[src/rtl/sram_port_pkg.sv]
// Shared defaults and types for the SRAM RW0 port controller.
// Build option: define SRAM_PORT_INIT_EN to zero-fill the SRAM after reset.
package sram_port_pkg;

  localparam int DEF_ADDR_W = 9;
  localparam int DEF_DATA_W = 128;
  localparam int DEF_LANES  = 4;
  localparam int RESP_DEPTH = 3;

  // ST_INIT: zero-fill sweep (or just the reset window when the sweep is
  // compiled out). ST_RUN: requests are served.
  typedef enum logic {
    ST_INIT = 1'b0,
    ST_RUN  = 1'b1
  } sram_port_state_e;

endpackage

[src/rtl/sram_port_resp_fifo.sv]
// Small response buffer for read data. Output data comes straight from the
// storage registers, so resp_valid/resp_data never depend on pop_i.
module sram_port_resp_fifo
  import sram_port_pkg::*;
#(
  parameter int DEPTH = RESP_DEPTH,
  parameter int W     = DEF_DATA_W
) (
  input  logic                         clock,
  input  logic                         reset,
  input  logic                         push_i,
  input  logic [W-1:0]                 data_i,
  input  logic                         pop_i,
  output logic                         valid_o,
  output logic [W-1:0]                 data_o,
  output logic [$clog2(DEPTH+1)-1:0]   count_o
);

  localparam int PW = $clog2(DEPTH);
  localparam int CW = $clog2(DEPTH+1);

  logic [W-1:0]  mem_q [DEPTH];
  logic [PW-1:0] wr_ptr_q, rd_ptr_q;
  logic [CW-1:0] count_q;
  logic          pop;

  // A pop is only honoured while something is buffered.
  assign pop = pop_i && (count_q != '0);

  function automatic logic [PW-1:0] ptr_inc(input logic [PW-1:0] p);
    return (p == PW'(DEPTH-1)) ? '0 : p + 1'b1;
  endfunction

  // Storage: data needs no reset, occupancy alone decides what is valid.
  always_ff @(posedge clock) begin
    if (push_i) mem_q[wr_ptr_q] <= data_i;
  end

  // Pointers and occupancy; push+pop together leaves the count unchanged.
  always_ff @(posedge clock or posedge reset) begin
    if (reset) begin
      wr_ptr_q <= '0;
      rd_ptr_q <= '0;
      count_q  <= '0;
    end else begin
      if (push_i) wr_ptr_q <= ptr_inc(wr_ptr_q);
      if (pop)    rd_ptr_q <= ptr_inc(rd_ptr_q);
      case ({push_i, pop})
        2'b10:   count_q <= count_q + CW'(1);
        2'b01:   count_q <= count_q - CW'(1);
        default: count_q <= count_q;
      endcase
    end
  end

  assign valid_o = (count_q != '0);
  assign data_o  = mem_q[rd_ptr_q];
  assign count_o = count_q;

endmodule

[src/rtl/sram_port_ctrl.sv]
// Request/response front end for a single-port (RW0) SRAM with 1-cycle read
// latency. Build option: SRAM_PORT_INIT_EN adds a zero-fill sweep after reset.
//
// Handshake: a transfer happens on a channel in a cycle where valid and ready
// are both high; valid never waits for ready, and req_ready is computed from
// registered state plus req_write only (never from resp_ready).
module sram_port_ctrl
  import sram_port_pkg::*;
#(
  parameter int ADDR_W = DEF_ADDR_W,
  parameter int DATA_W = DEF_DATA_W,
  parameter int LANES  = DEF_LANES
) (
  input  logic              clock,
  input  logic              reset,
  input  logic              req_valid,
  output logic              req_ready,
  input  logic              req_write,
  input  logic [ADDR_W-1:0] req_addr,
  input  logic [LANES-1:0]  req_mask,
  input  logic [DATA_W-1:0] req_wdata,
  output logic              resp_valid,
  input  logic              resp_ready,
  output logic [DATA_W-1:0] resp_data,
  output logic              sram_en,
  output logic              sram_wmode,
  output logic [ADDR_W-1:0] sram_addr,
  output logic [LANES-1:0]  sram_wmask,
  output logic [DATA_W-1:0] sram_wdata,
  input  logic [DATA_W-1:0] sram_rdata,
  output logic              init_done,
  output sram_port_state_e  state_o
);

  localparam int CW = $clog2(RESP_DEPTH+1);
  localparam int SW = CW + 1;

  sram_port_state_e state_q;
  logic             inflight_q;
  logic [CW-1:0]    occ;
  logic             run, read_ok, req_fire, read_fire;

  assign run       = (state_q == ST_RUN);
  // Reads are admitted only while a FIFO slot is guaranteed for their data.
  assign read_ok   = (({1'b0, occ} + SW'(inflight_q)) < SW'(RESP_DEPTH));
  assign req_ready = run && (req_write || read_ok);
  assign req_fire  = req_valid && req_ready;
  assign read_fire = req_fire && !req_write;

`ifdef SRAM_PORT_INIT_EN
  logic [ADDR_W-1:0] init_addr_q;

  // Controller FSM: sweep every address once with zero data, then serve.
  always_ff @(posedge clock or posedge reset) begin
    if (reset) begin
      state_q     <= ST_INIT;
      init_addr_q <= '0;
    end else if (state_q == ST_INIT) begin
      if (init_addr_q == '1) state_q <= ST_RUN;
      else                   init_addr_q <= init_addr_q + 1'b1;
    end
  end
`else
  // Controller FSM: INIT only spans the reset window, RUN from the first edge.
  always_ff @(posedge clock or posedge reset) begin
    if (reset) state_q <= ST_INIT;
    else       state_q <= ST_RUN;
  end
`endif

  // Read tracking: sram_rdata is valid exactly one cycle after a read fire.
  always_ff @(posedge clock or posedge reset) begin
    if (reset) inflight_q <= 1'b0;
    else       inflight_q <= read_fire;
  end

  // SRAM port drive: requests pass straight through; the sweep overrides.
  always_comb begin
    sram_en    = req_fire;
    sram_wmode = req_write;
    sram_addr  = req_addr;
    sram_wmask = req_mask;
    sram_wdata = req_wdata;
`ifdef SRAM_PORT_INIT_EN
    if (state_q == ST_INIT) begin
      // Qualified by reset so the port is quiet the instant reset asserts.
      sram_en    = !reset;
      sram_wmode = 1'b1;
      sram_addr  = init_addr_q;
      sram_wmask = '1;
      sram_wdata = '0;
    end
`endif
  end

  sram_port_resp_fifo #(
    .DEPTH (RESP_DEPTH),
    .W     (DATA_W)
  ) u_resp_fifo (
    .clock   (clock),
    .reset   (reset),
    .push_i  (inflight_q),
    .data_i  (sram_rdata),
    .pop_i   (resp_ready),
    .valid_o (resp_valid),
    .data_o  (resp_data),
    .count_o (occ)
  );

  assign init_done = run;
  assign state_o   = state_q;

endmodule
[config.mk]
export PLATFORM = sky130hd
export DESIGN_NAME = sram_port_ctrl
export DESIGN_NICKNAME = d
export VERILOG_FILES = /design/src/rtl/sram_port_pkg.sv /design/src/rtl/sram_port_resp_fifo.sv /design/src/rtl/sram_port_ctrl.sv
export SDC_FILE = /design/constraint.sdc
export NUM_CORES = 1
export LEC_CHECK = 0
export CAP_MARGIN = 10
export CORE_AREA = 2 2 214 216
export CTS_CLUSTER_SIZE = 28
export DETAILED_ROUTE_END_ITERATION = 8
export DIE_AREA = 0 0 216 218
export GPL_TIMING_DRIVEN = 0
export PLACE_DENSITY = 0.76
export SLEW_MARGIN = 25
export SYNTH_ARGS = -nofsm -noshare
export SYNTH_HDL_FRONTEND = slang
export SYNTH_SLANG_ARGS = --single-unit
[constraint.sdc]
create_clock -name clock -period 7.2 [get_ports clock]
set_input_delay 1.08 -clock clock [delete_from_list [all_inputs] [get_ports clock]]
set_output_delay 1.08 -clock clock [all_outputs]
set_load 0.02 [all_outputs]
==> After elaboration in Yosys (flattened, before gate mapping) <==
Memory sizes are Yosys's and may differ from the RTL's.
Index checks and enable logic that the tools add are counted.
{ "classes": {"n_addsub": 5, "n_lt_le_gt_ge": 1, "eq_ne": 4, "n_mux": 5, "n_reduce_logical": 8} }
{ "op_table": {"columns": ["operator", "n"], "rows": [
  ["adder 2 x 1 -> 2 bit (second input constant)", 3],
  ["== test 2 bit (second input constant)", 3],
  ["logical AND 1 bit", 4],
  ["2-to-1 mux 2 bit", 2],
  ["case mux 2 bit (2 select lines)", 1],
  ["nonzero test 2 bit", 2],
  ["adder 2 x 1 -> 3 bit", 1],
  ["< comparator 3 x 2 -> 1 bit (second input constant)", 1],
  ["== test 2 x 1 -> 1 bit (second input constant)", 1],
  ["2-to-1 mux 1 bit", 2],
  ["subtractor 2 x 1 -> 2 bit (second input constant)", 1],
  ["logical NOT 1 bit", 1],
  ["logical OR 1 bit", 1]
]} }
{ "totals": {"reg_bits": 8, "ramBits": 384, "in_bits": 274, "output_inout_bits": 275, "wordCells": 29, "n_memories": 1} }
{ "memory_table": {"columns": ["name", "depth", "width", "rd", "rd_clocked_by_memory_dff", "wr", "line", "text"], "rows": [
  ["u_resp_fifo.mem_q", 3, 128, 1, 0, 1, "sram_port_resp_fifo.sv:22", "logic [W-1:0] mem_q [DEPTH];"]
]} }

==> Logic depth before layout (Yosys ltp) <==
{ "depth": {"word_depth": 6, "depth_mapped": 6, "ltp_nobuf": 6} }

==> Modules after synthesis <==
Synthesis repeated with hierarchy kept, for this count alone.
{ "hier_totals": {"hier_cells": 995, "hier_area_um2": 15682.5} }
{ "by_module_without_submodules": {"columns": ["mod", "instances", "cells_each", "area_per_inst_um2", "seq_area_each_um2"], "rows": [
  ["sram_port_resp_fifo", 1, 840, 14488.9, 11681.2],
  ["sram_port_ctrl", 1, 155, 1193.6, 50.0]
]} }

==> Least setup slack after synthesis <==
OpenSTA, ideal clock, no wires.
{ "synth_timing": {"kind": "flip-flop to flip-flop", "startpoint": "register u_resp_fifo.wr_ptr_q[1]", "endpoint": "memory u_resp_fifo.mem_q[0][0] (netlist name) (enable)", "setup_ns": 0.618, "arrival_ns": 5.870, "required_ns": 6.582, "path_slack_ns": 0.713, "stages_incl_launch_ff": 3, "n_path_buf": 0, "synth_period_minus_slack_ns": 6.487, "cell_sequence": "dfrtp_1 -> nand2b_1 -> nor2_1"} }
{ "synth_lines": {"columns": ["element", "line", "text"], "rows": [
  ["start: declaration", "sram_port_resp_fifo.sv:23", "logic [PW-1:0] wr_ptr_q, rd_ptr_q;"],
  ["start signal: assignment", "sram_port_resp_fifo.sv:46", "if (push_i) wr_ptr_q <= ptr_inc(wr_ptr_q);"],
  ["end: declaration", "sram_port_resp_fifo.sv:22", null]
]} }
Straight into the memory's write port.

==> Worst setup path after layout <==
{ "layout_timing": {"startpoint": "register u_resp_fifo.rd_ptr_q[1]", "endpoint": "output port resp_data[47]"} }
{ "layout_via": {"elab_chain_len": 1} }
{ "layout_lines": {"columns": ["element", "line", "text"], "rows": [
  ["start: declaration", "sram_port_resp_fifo.sv:23", null],
  ["start signal: assignment", "sram_port_resp_fifo.sv:47", "if (pop) rd_ptr_q <= ptr_inc(rd_ptr_q);"],
  ["memory (3 x 128 bit)", null, null],
  ["end: declaration", "sram_port_ctrl.sv:24", "output logic [DATA_W-1:0] resp_data,"]
]} }
Every way passes these cells.

==> flow_summary.yaml <==
logic_synthesis:
  synth_cell_types: 24
  syn_area_per_cell_um2: 15.8
  synth-seq-cells: 392
  yosysSeqAreaShare_pct: 74.8
  synth_largest_area_cell: "edfxtp_1"
  syn_nets: 1271
  yosys.area.top_type_share_pct: 73.6
  synthesis.area_mm2: 0.0157
  ys.warnings.count: 0
  synth_area_leaders: "edfxtp_1 (74%), mux2i_1 (8.2%), buf_4 (7.2%)"
  syn_inst: 994
timing:
  fin_ws_ps: 3210
  setup_viol: 0
  fin_crit_sh_pct: 55.4
  finalMaxSlewViolations: 0
  grt_setup_unrepaired: "false"
  fmax_mhz: 251
  relSlewSlack_pct: 55.4
  fin_skew_ps: 8.46
  hold_viol: 0
  whs_ps: 512
  period_needed_ps: 3990
  worst_pin_slew_ps: 669
layout:
  mostFrequentLayoutCells: "clkdlybuf4s50_1 (407), edfxtp_1 (384), buf_4 (150), nand2_1 (130), mux2i_1 (128)"
  syn_to_final_growth_pct: 41.3
  drive_gt1_share_pct: 16.6
  final_common_cell: "clkdlybuf4s50_1"
  fin_nets: 1738
power:
  ir_drop_mv: 0.260
  power_density_mw_per_mm2: 335
  total_power_uw: 7430
  power_leakage_uw: 0.00783
floorplanning:
  dieHeight_um: 218
  io_pins: 549
  dieArea_mm2: 0.0471
  start_util_pct: 34.9
  coreArea_mm2: 0.0449
  rows: 78
  die_w_um: 216
routing:
  vias: 9787
  drcViolationCount: 0
  routedWlPerCell_um: 24.4
  drt_iter0_markers: 514
  dr.pass1.iters: 5
  ant_nets: 0
  viasPerCell: 4.68
  wirelength_um: 50900
global_routing:
  grt_start_max_net_pins: 45
  track_usage_pct: 20.9
  grt_pass1_wl_um: 69700
  overflow: 0
  grt_pass1_vias: 10100
  antenna_found_initial: 9
flow_run:
  max_cap_violations: 0
run_status:
  status: "completed"
placed_design:
  portBuffers: 407
  pre_cts_ws_ps: 3680
  gp_congestion: 0.909
  dp_hpwl_um: 38700
worst_setup_path:
  critical_path_class: "reg -> out"
  end_kind: "output port"
  critPathBufInv: 4
  crit_slowest_cell: "clkdlybuf4s50_1"
  critPathRequiredTime_ps: 6120
  startpoint: "u_resp_fifo.rd_ptr_q[1]$_DFFE_PP0P_"
  path_delay_family: "buffers and inverters"
  slowest_delay_ps: 830
  crit_fanout: 10
  crit_chain: "buf_4 -> buf_4 -> clkbuf_1 -> nand2_1 -> o21ai_1 -> clkdlybuf4s50_1"
  critPathMostFrequentCell: "buf_4"
  timing.critical_path.from_type: "flip-flop"
  r2r_start: "u_resp_fifo.wr_ptr_q[1]$_DFFE_PP0P_"
  worstPathArrival_ps: 2910
clock_tree:
  htreeDepth: 2
  clk_path_buf_depth: 3
  cts.repair.resized: 0
  root_buffer: "clkbuf_16"
  clk_pin_slew_ps: 60
  cts_tree: "done"
  clock-sinks: 392
  insertion_delay_ps: 540
  cts_buffers: 41
  ctsHoldBuffers: 0
  postCtsSetupBuffers: 0
min_path:
  hold_path.class: "reg -> reg"
  holdCritStartpoint: "u_resp_fifo.wr_ptr_q[1]$_DFFE_PP0P_"
## routing by layer
metal  vias to the layer above  GRT usage [%]  wire, µm  share of wire [%]
met5                         -              0        47              0.092
met4                         8           6.83      1300                2.5
met3                        80           6.54      4410                8.6
met2                       457           37.1     26400                 52
met1                      4802           23.8     18800                 37
li1                       4440              -         -                  -
## final cells by class
type	count	area (µm²)
fillers	3782	22700
plain buffers	187	1350
diodes	4	10.0
repair buffers	424	4500
well taps	600	751
inverters	4	15.0
clock buffers	47	1050
multi-input cells	411	2600
flip-flops and latches	392	11700
clock inverters	21	146
## path summary, 6_finish.rpt
path	end	slack [ps]	cells past startpoint
worst max-delay path	resp_data[47]	3210	6
worst min-delay path	u_resp_fifo.wr_ptr_q[1]$_DFFE_PP0P_	510	1
worst max register to register	u_resp_fifo.mem_q[0][73]$_DFFE_PP_	5110	6
worst min register to register	u_resp_fifo.wr_ptr_q[1]$_DFFE_PP0P_	510	1
max in group asynchronous	u_resp_fifo.wr_ptr_q[1]$_DFFE_PP0P_	6160	2
min in group asynchronous	init_done$_DFF_PP0_	800	2
## synth_stat cells
library cell and n:
nor3_1 1, clkbuf_1 18, nor2_1 5, and3_1 1, xor2_1 1, mux2i_1 128
nor3b_1 1, xnor2_1 2, ha_1 3, conb_1 1, buf_2 9, or2_2 1
o21ai_0 42, nand2b_1 2, inv_1 4, nand2_1 130, a21oi_1 1, buf_6 10
dfrtp_1 8, buf_4 150, nor2b_1 1, edfxtp_1 384, a21o_1 3, o21ai_1 88
## kinds of logic (layout without fill, tap and decap cells)
logic type | after synthesis | after routing | share of synthesized area [%]
other cells | 1 | 5 | 0.0239
compound gates | 134 | 134 | 4.33
flops | 392 | 392 | 74.8
mux | 128 | 128 | 8.17
buf+inv | 191 | 683 | 8.72
xor+xnor | 3 | 3 | 0.168
fa+ha+maj | 3 | 3 | 0.239
simple gates | 142 | 142 | 3.51
## where the power goes
group	switching (µW)	internal [µW]
Sequential	40.1	2660
Combinational	1600	1230
Clock	830	1080
## registers in the layout (all words and copies together), names as in the netlist
register and count:
u_resp_fifo.count_o 2, u_resp_fifo.rd_ptr_q 2, u_resp_fifo.wr_ptr_q 2, init_done 1, u_resp_fifo.mem_q 384, inflight_q 1
## stage by stage
stage / instances / util (%) / cell area [µm²] / setup TNS [ps]
floorplan: 994 / - / 15700 / 0
global placement: 2001 / 45.7 / 20500 / -894630
detailed placement: 2018 / 46.7 / 21000 / 0
CTS: 2086 / 49.3 / 22100 / 0
global route: 2088 / 49.3 / 22200 / 0
finish: 2090 / 49.4 / 22200 / 0
Power figures use the tool's default switching activity.
